### src/rtl/yuv_rgb.sv
// yuv_rgb: pipelined fixed-point YUV -> RGB converter (inverse of the RGB-to-YUV stage).
// 16-bit unsigned Y and 17-bit signed U/V, all Q15 BT.601 analog scaling, give 16-bit R/G/B.
// The constant products are built from shifts and adds. The pipeline has four register
// stages, so the latency is 4 cycles and the throughput is one sample per clock.
// Optional macro YUV_RGB_SAT_EN: when defined, each channel clamps to 0..65535 and the
// clip flag is driven. When undefined, each channel wraps modulo 2^16 and clip is tied to 0.
//
// Coefficient decompositions (Q15):
//   KRV = 37356 = 2^15 + 2^12 + 2^8 + 2^7 + 2^6 + 2^5 + 2^3 + 2^2
//   KGU = 12943 = 2^13 + 2^12 + 2^9 + 2^7 + 2^4 - 2^0
//   KGV = 19038 = 2^14 + 2^11 + 2^9 + 2^6 + 2^5 - 2^1
//   KBU = 66585 = 2^16 + 2^10 + 2^4 + 2^3 + 2^0

module yuv_rgb (
   input  logic        clock,
   input  logic        rst_n,
   input  logic        in_valid,
   input  logic [15:0] ydata,
   input  logic [16:0] udata,
   input  logic [16:0] vdata,
   output logic        out_valid,
   output logic [15:0] rdata,
   output logic [15:0] gdata,
   output logic [15:0] bdata,
   output logic        clip
);

   localparam int W = 36;
`ifdef YUV_RGB_SAT_EN
   // keep the full shifted result so the clamp can see the out-of-range bits
   localparam int QW = 21;
`else
   // wrap only needs the low 16 bits of the shifted result
   localparam int QW = 16;
`endif

   logic signed [W-1:0] y_x, u_x, v_x;

   assign y_x = {20'd0, ydata};
   assign u_x = {{19{udata[16]}}, udata};
   assign v_x = {{19{vdata[16]}}, vdata};

   logic v1, v2, v3;

   logic signed [W-1:0] r_p0, r_p1, r_p2, r_p3;
   logic signed [W-1:0] g_p0, g_p1, g_p2, g_p3;
   logic signed [W-1:0] b_p0, b_p1, b_p2;

   logic signed [W-1:0] r_s0, r_s1, g_s0, g_s1, b_s0, b_s1;

   logic signed [QW-1:0] r_q, g_q, b_q;

   logic [15:0] r_c, g_c, b_c;
   logic        clip_c;

   // valid flag shift chain, cleared by reset so in-flight samples are dropped
   always_ff @(posedge clock or negedge rst_n) begin
      if (!rst_n) begin
         v1 <= 1'b0;
         v2 <= 1'b0;
         v3 <= 1'b0;
      end else begin
         v1 <= in_valid;
         v2 <= v1;
         v3 <= v2;
      end
   end

   // stage 1: capture inputs as partial shift-add terms (Y folded into the first term)
   always_ff @(posedge clock) begin
      r_p0 <= (y_x <<< 15) + (v_x <<< 15);
      r_p1 <= (v_x <<< 12) + (v_x <<< 8);
      r_p2 <= (v_x <<< 7) + (v_x <<< 6);
      r_p3 <= (v_x <<< 5) + (v_x <<< 3) + (v_x <<< 2);

      g_p0 <= (y_x <<< 15) - (u_x <<< 13) - (u_x <<< 12);
      g_p1 <= u_x - (u_x <<< 9) - (u_x <<< 7) - (u_x <<< 4);
      g_p2 <= -(v_x <<< 14) - (v_x <<< 11) - (v_x <<< 9);
      g_p3 <= (v_x <<< 1) - (v_x <<< 6) - (v_x <<< 5);

      b_p0 <= (y_x <<< 15) + (u_x <<< 16);
      b_p1 <= (u_x <<< 10) + (u_x <<< 4);
      b_p2 <= (u_x <<< 3) + u_x;
   end

   // stage 2: pairwise sums of the partial terms
   always_ff @(posedge clock) begin
      r_s0 <= r_p0 + r_p1;
      r_s1 <= r_p2 + r_p3;
      g_s0 <= g_p0 + g_p1;
      g_s1 <= g_p2 + g_p3;
      b_s0 <= b_p0 + b_p1;
      b_s1 <= b_p2;
   end

   // stage 3: final sum, round to nearest, arithmetic shift back to integer scale
   always_ff @(posedge clock) begin
      r_q <= QW'((r_s0 + r_s1 + 36'sd16384) >>> 15);
      g_q <= QW'((g_s0 + g_s1 + 36'sd16384) >>> 15);
      b_q <= QW'((b_s0 + b_s1 + 36'sd16384) >>> 15);
   end

`ifdef YUV_RGB_SAT_EN
   function automatic logic [16:0] sat16(input logic signed [20:0] x);
      logic [16:0] res;
      if (x[20])
         res = {1'b1, 16'h0000};
      else if (|x[19:16])
         res = {1'b1, 16'hffff};
      else
         res = {1'b0, x[15:0]};
      return res;
   endfunction

   // stage 4 combinational: clamp each channel and collect the clip flags
   always_comb begin
      logic [16:0] rs, gs, bs;
      rs = sat16(r_q);
      gs = sat16(g_q);
      bs = sat16(b_q);
      r_c = rs[15:0];
      g_c = gs[15:0];
      b_c = bs[15:0];
      clip_c = rs[16] | gs[16] | bs[16];
   end

   // clip register: follows the sample flag on valid cycles, forced low otherwise
   always_ff @(posedge clock or negedge rst_n) begin
      if (!rst_n)
         clip <= 1'b0;
      else if (v3)
         clip <= clip_c;
      else
         clip <= 1'b0;
   end
`else
   // stage 4 combinational: modular wrap, the low 16 bits pass straight through
   always_comb begin
      r_c = r_q;
      g_c = g_q;
      b_c = b_q;
      clip_c = 1'b0;
   end

   assign clip = clip_c;
`endif

   // stage 4 output register: data updates only with a valid sample, holds otherwise
   always_ff @(posedge clock or negedge rst_n) begin
      if (!rst_n) begin
         out_valid <= 1'b0;
         rdata     <= 16'd0;
         gdata     <= 16'd0;
         bdata     <= 16'd0;
      end else begin
         out_valid <= v3;
         if (v3) begin
            rdata <= r_c;
            gdata <= g_c;
            bdata <= b_c;
         end
      end
   end

endmodule
### config.mk
export PLATFORM = sky130hd
export DESIGN_NAME = yuv_rgb
export DESIGN_NICKNAME = d
export VERILOG_FILES = /design/src/rtl/yuv_rgb.sv
export SDC_FILE = /design/constraint.sdc
export NUM_CORES = 1
export LEC_CHECK = 0
export CORE_MARGIN = 5
export CORE_UTILIZATION = 35
export DETAILED_ROUTE_END_ITERATION = 6
export PLACE_DENSITY = 0.59
export SETUP_SLACK_MARGIN = 0.4
export SKIP_LAST_GASP = 1
export SLEW_MARGIN = 40
export SYNTH_ARGS = -nofsm -noshare
export SYNTH_HDL_FRONTEND = slang
export SYNTH_SLANG_ARGS = --single-unit
### constraint.sdc
create_clock -name clock -period 3.6 [get_ports clock]
set_input_delay 0.72 -clock clock [delete_from_list [all_inputs] [get_ports clock]]
set_output_delay 0.72 -clock clock [all_outputs]
set_load 0.005 [all_outputs]
==> results.toml <==
[run_status]
outcome = "complete, no violations"

[cells_and_area]
fin_nets = 4003
multiInputGateArea_um2 = 18700
antenna_cells = 0
drive_gt1_frac = 0.187
nFillCells = 7765
area_growth_pct = 25.3
seqCellArea_um2 = 9310

[critical_path]
cp_data_arrival_time_ns = 3.64
crit_fanout = 4
cp.depth = 14
worst_ep_required_time_ns = 4.13
critPathMaxStageDelay_ns = 0.49
ff2ff_path_depth = 12
worstPathBufferInverterCount = 6
crit_path_end_kind = "register"
cpMaxStageDelayCell = "fa_1"
cp-start-kind = "input pin"
crit_type = "in -> reg"
path_cells = "buf_2 > clkinvlp_4 > buf_6 > fa_1 > inv_1 > fa_1 > inv_1 > ha_4 > nand4_1 > a211oi_2 > o22ai_4 > buf_6 > o31ai_4 > xor2_1"
cp_top_family = "adder cells"

[logic_synthesis]
synth_common_cells = "475 x ha_1, 400 x dfxtp_1, 233 x a21oi_1, 226 x inv_1, 205 x xnor2_1"
synth_top_family_by_area = "adder cells"
ys_seq_area_frac = 0.327
synth-compound-area-share = 0.161
yosysWarnings = 0
synthFlopType = "dfxtp_1"
synth_mux_area_frac = 0.0216
yosysTopAreaCellShare = 0.281
syn_nets = 3503
synth_cells = 2883
synth-seq-cells = 452
synth_edf_count = 0
yosys.area.top_type = "dfxtp_1"
netlist_area_um2 = 28500
yosys.area_share.xor_xnor = 0.0909
netlist-cell-type-count = 76
synthTopCellsByArea = "dfxtp_1 28%, ha_1 21%, fa_1 6.5%"
synth_fa_ha_area_frac = 0.273
synthSimpleGateAreaFrac = 0.0942
synthMostInstantiatedCell = "ha_1"
synth.avg_cell_area_um2 = 9.89
async_reset_ff_frac = 0.115

[floorplanning]
die_width_um = 295
dieArea_um2 = 87300
fp.coreArea_um2 = 80700
ioPinCount = 103
die_h_um = 295
start_util = 0.353
rows = 104

[drt]
drcViolationCount = 0
via_per_inst = 4.81
met3_length_um = 2830
dr.max_layer_used = "met5"
postRouteAntennaNets = 0
drt_iter0_markers = 973
met1Wirelength_um = 33700
wire_per_inst_um = 15.6
met2_wirelength_um = 31400
routed_wl_um = 69800
vias = 21600
drt-pass1-iter-count = 5

[clock_network]
clock_path_buffers = 3
clockRootBuffer = "clkbuf_16"
cts.sink_count = 452
cts_buffers = 51
htree_levels = 2
insertion_delay_ns = 0.61
cts_tree = "yes"
clk_pin_slew_ns = 0.06

[sta]
fin_tns_setup_ns = 0
skew_ns = 0.0268
clock.fmax_ghz = 0.322
finalSetupViolCount = 0
tightest_slew_ns = 0.628
slew_violations = 0
period_needed_ns = 3.11
period_share = 0.863
relSlewSlack = 0.570
rsz0062_at_grt = "yes"
hold_viol = 0

[global_routing]
grt_pass1_vias = 21400
grtUsageTotal = 0.160
grt_pass1_wl_um = 113000
overflow = 0
antenna_found_initial = 1
grt_max_degree = 42

[power_and_ir_drop]
internal-power_uw = 18000
irDropWorstVdd_mv = 0.451
p_seq_frac = 0.270
p_leak_uw = 0.0168
switching_power_uw = 11300
power_density_nw_per_um2 = 820
clkPwrFrac = 0.185
power_frac_comb = 0.545
swShare = 0.385
p_total_uw = 29300

[job]
maxCapViolations = 0

[place]
portBuffers = 101
gp_congestion = 0.881
hpwl_um = 57200

[hold_path]
hp-class = "in -> async"
-- area by class of cell --
| cell class | count | area share |
|---|---|---|
| multi-input cells | 2187 | 0.523 |
| flip-flops and latches | 452 | 0.261 |
| repair buffers | 465 | 0.105 |
| clock buffers | 71 | 0.0415 |
| well taps | 1060 | 0.0371 |
| inverters | 226 | 0.0250 |
| clock inverters | 23 | 0.00837 |
-- worst paths after layout --
kind | startpoint | to | slack, ns
setup / recovery | udata[9] | g_p1[21] | 0.49
min in group clock | b_p2[4] | b_s1[4] | 0.32
hold / removal | rst_n | bdata[0] | 0.10
hold reg to reg | b_p2[4] | b_s1[4] | 0.32
max in group asynchronous | rst_n | v3 | 2.70
setup reg to reg | g_s0[3] | b_c[14] | 0.55
-- power groups by stage --
stage          Combinational, uW  Sequential (uW)  Clock [uW]
6_report                   16000             7910        5420
3_3_place_gp               15600             8040           0
5_1_grt                    18000             8110        5820
4_1_cts                    15900             7960        5600
2_1_floorplan              11100             7790           0
3_5_place_dp               15600             8060           0
-- flip-flops by register name (all words and copies together) (netlist names), 17 cells and up --
name	count
r_p1	18
r_p3	19
r_s0	23
b_s0	23
b_s1	17
g_p1	29
g_p0	18
b_p2	17
b_p1	19
r_s1	18
g_p3	24
g_s1	27
g_p2	21
g_s0	31
-- metrics by stage --
step                      hold slack (ns)  setup WS, ns   util  cells  instance area (um2)
after floorplan                     0.310        0.0559      -   2883                28800
after global placement              0.310        -0.597  0.416   4362                33600
after detailed placement            0.312        -0.648  0.416   4362                33600
after CTS                          0.0988         0.404  0.441   4472                35600
after global routing                0.132         0.324  0.443   4484                35700
final                               0.104         0.493  0.443   4484                35700
-- placed cells by master, fill, tap and decap left out, types with 13 or more instances in the layout --
cell type,n
ha_4,13
nand3_1,43
a21boi_0,15
o21ai_0,125
dfxtp_1,400
inv_1,199
a31oi_1,19
and3_1,23
nand4_1,24
nand2_1,128
o21ai_1,13
or2_2,16
fa_1,92
a21oi_2,13
a211oi_1,14
o211ai_1,16
nor3_1,48
a21o_1,99
xor2_1,91
dlygate4sd2_1,13
ha_1,461
nand2b_1,26
o21a_1,39
buf_4,353
nor2_1,155
clkbuf_16,52
dfrtp_1,51
nor2b_1,37
inv_2,15
clkdlybuf4s50_1,69
a21oi_1,223
mux2_2,53
clkinvlp_4,15
xnor2_1,204
o21bai_1,24
-- logic make-up (layout without fill, tap and decap cells) --
| family | after synthesis | after routing |
|---|---|---|
| compound gates | 714 | 714 |
| xor+xnor | 296 | 296 |
| fa+ha+maj | 567 | 567 |
| buf+inv | 244 | 785 |
| flops | 452 | 452 |
| mux | 55 | 55 |
| other cells | 1 | 1 |
| simple gates | 554 | 554 |
-- timing repair --
| action | in CTS | in global routing |
|---|---|---|
| hold buffers | 0 | 0 |
| setup endpoints to repair | 47 | 37 |
| pin swaps | 21 | 33 |
| setup buffers | 16 | 12 |
| hold endpoints to repair | 0 | 0 |
| resized for setup | 78 | 52 |
-- routing by layer --
metal | track usage | up-vias
met5 | 0 | -
met3 | 0.0242 | 96
met4 | 0.0436 | 2
met2 | 0.261 | 309
met1 | 0.222 | 9966
li1 | - | 11200
No activity file was read; power rests on OpenSTA's default activity.
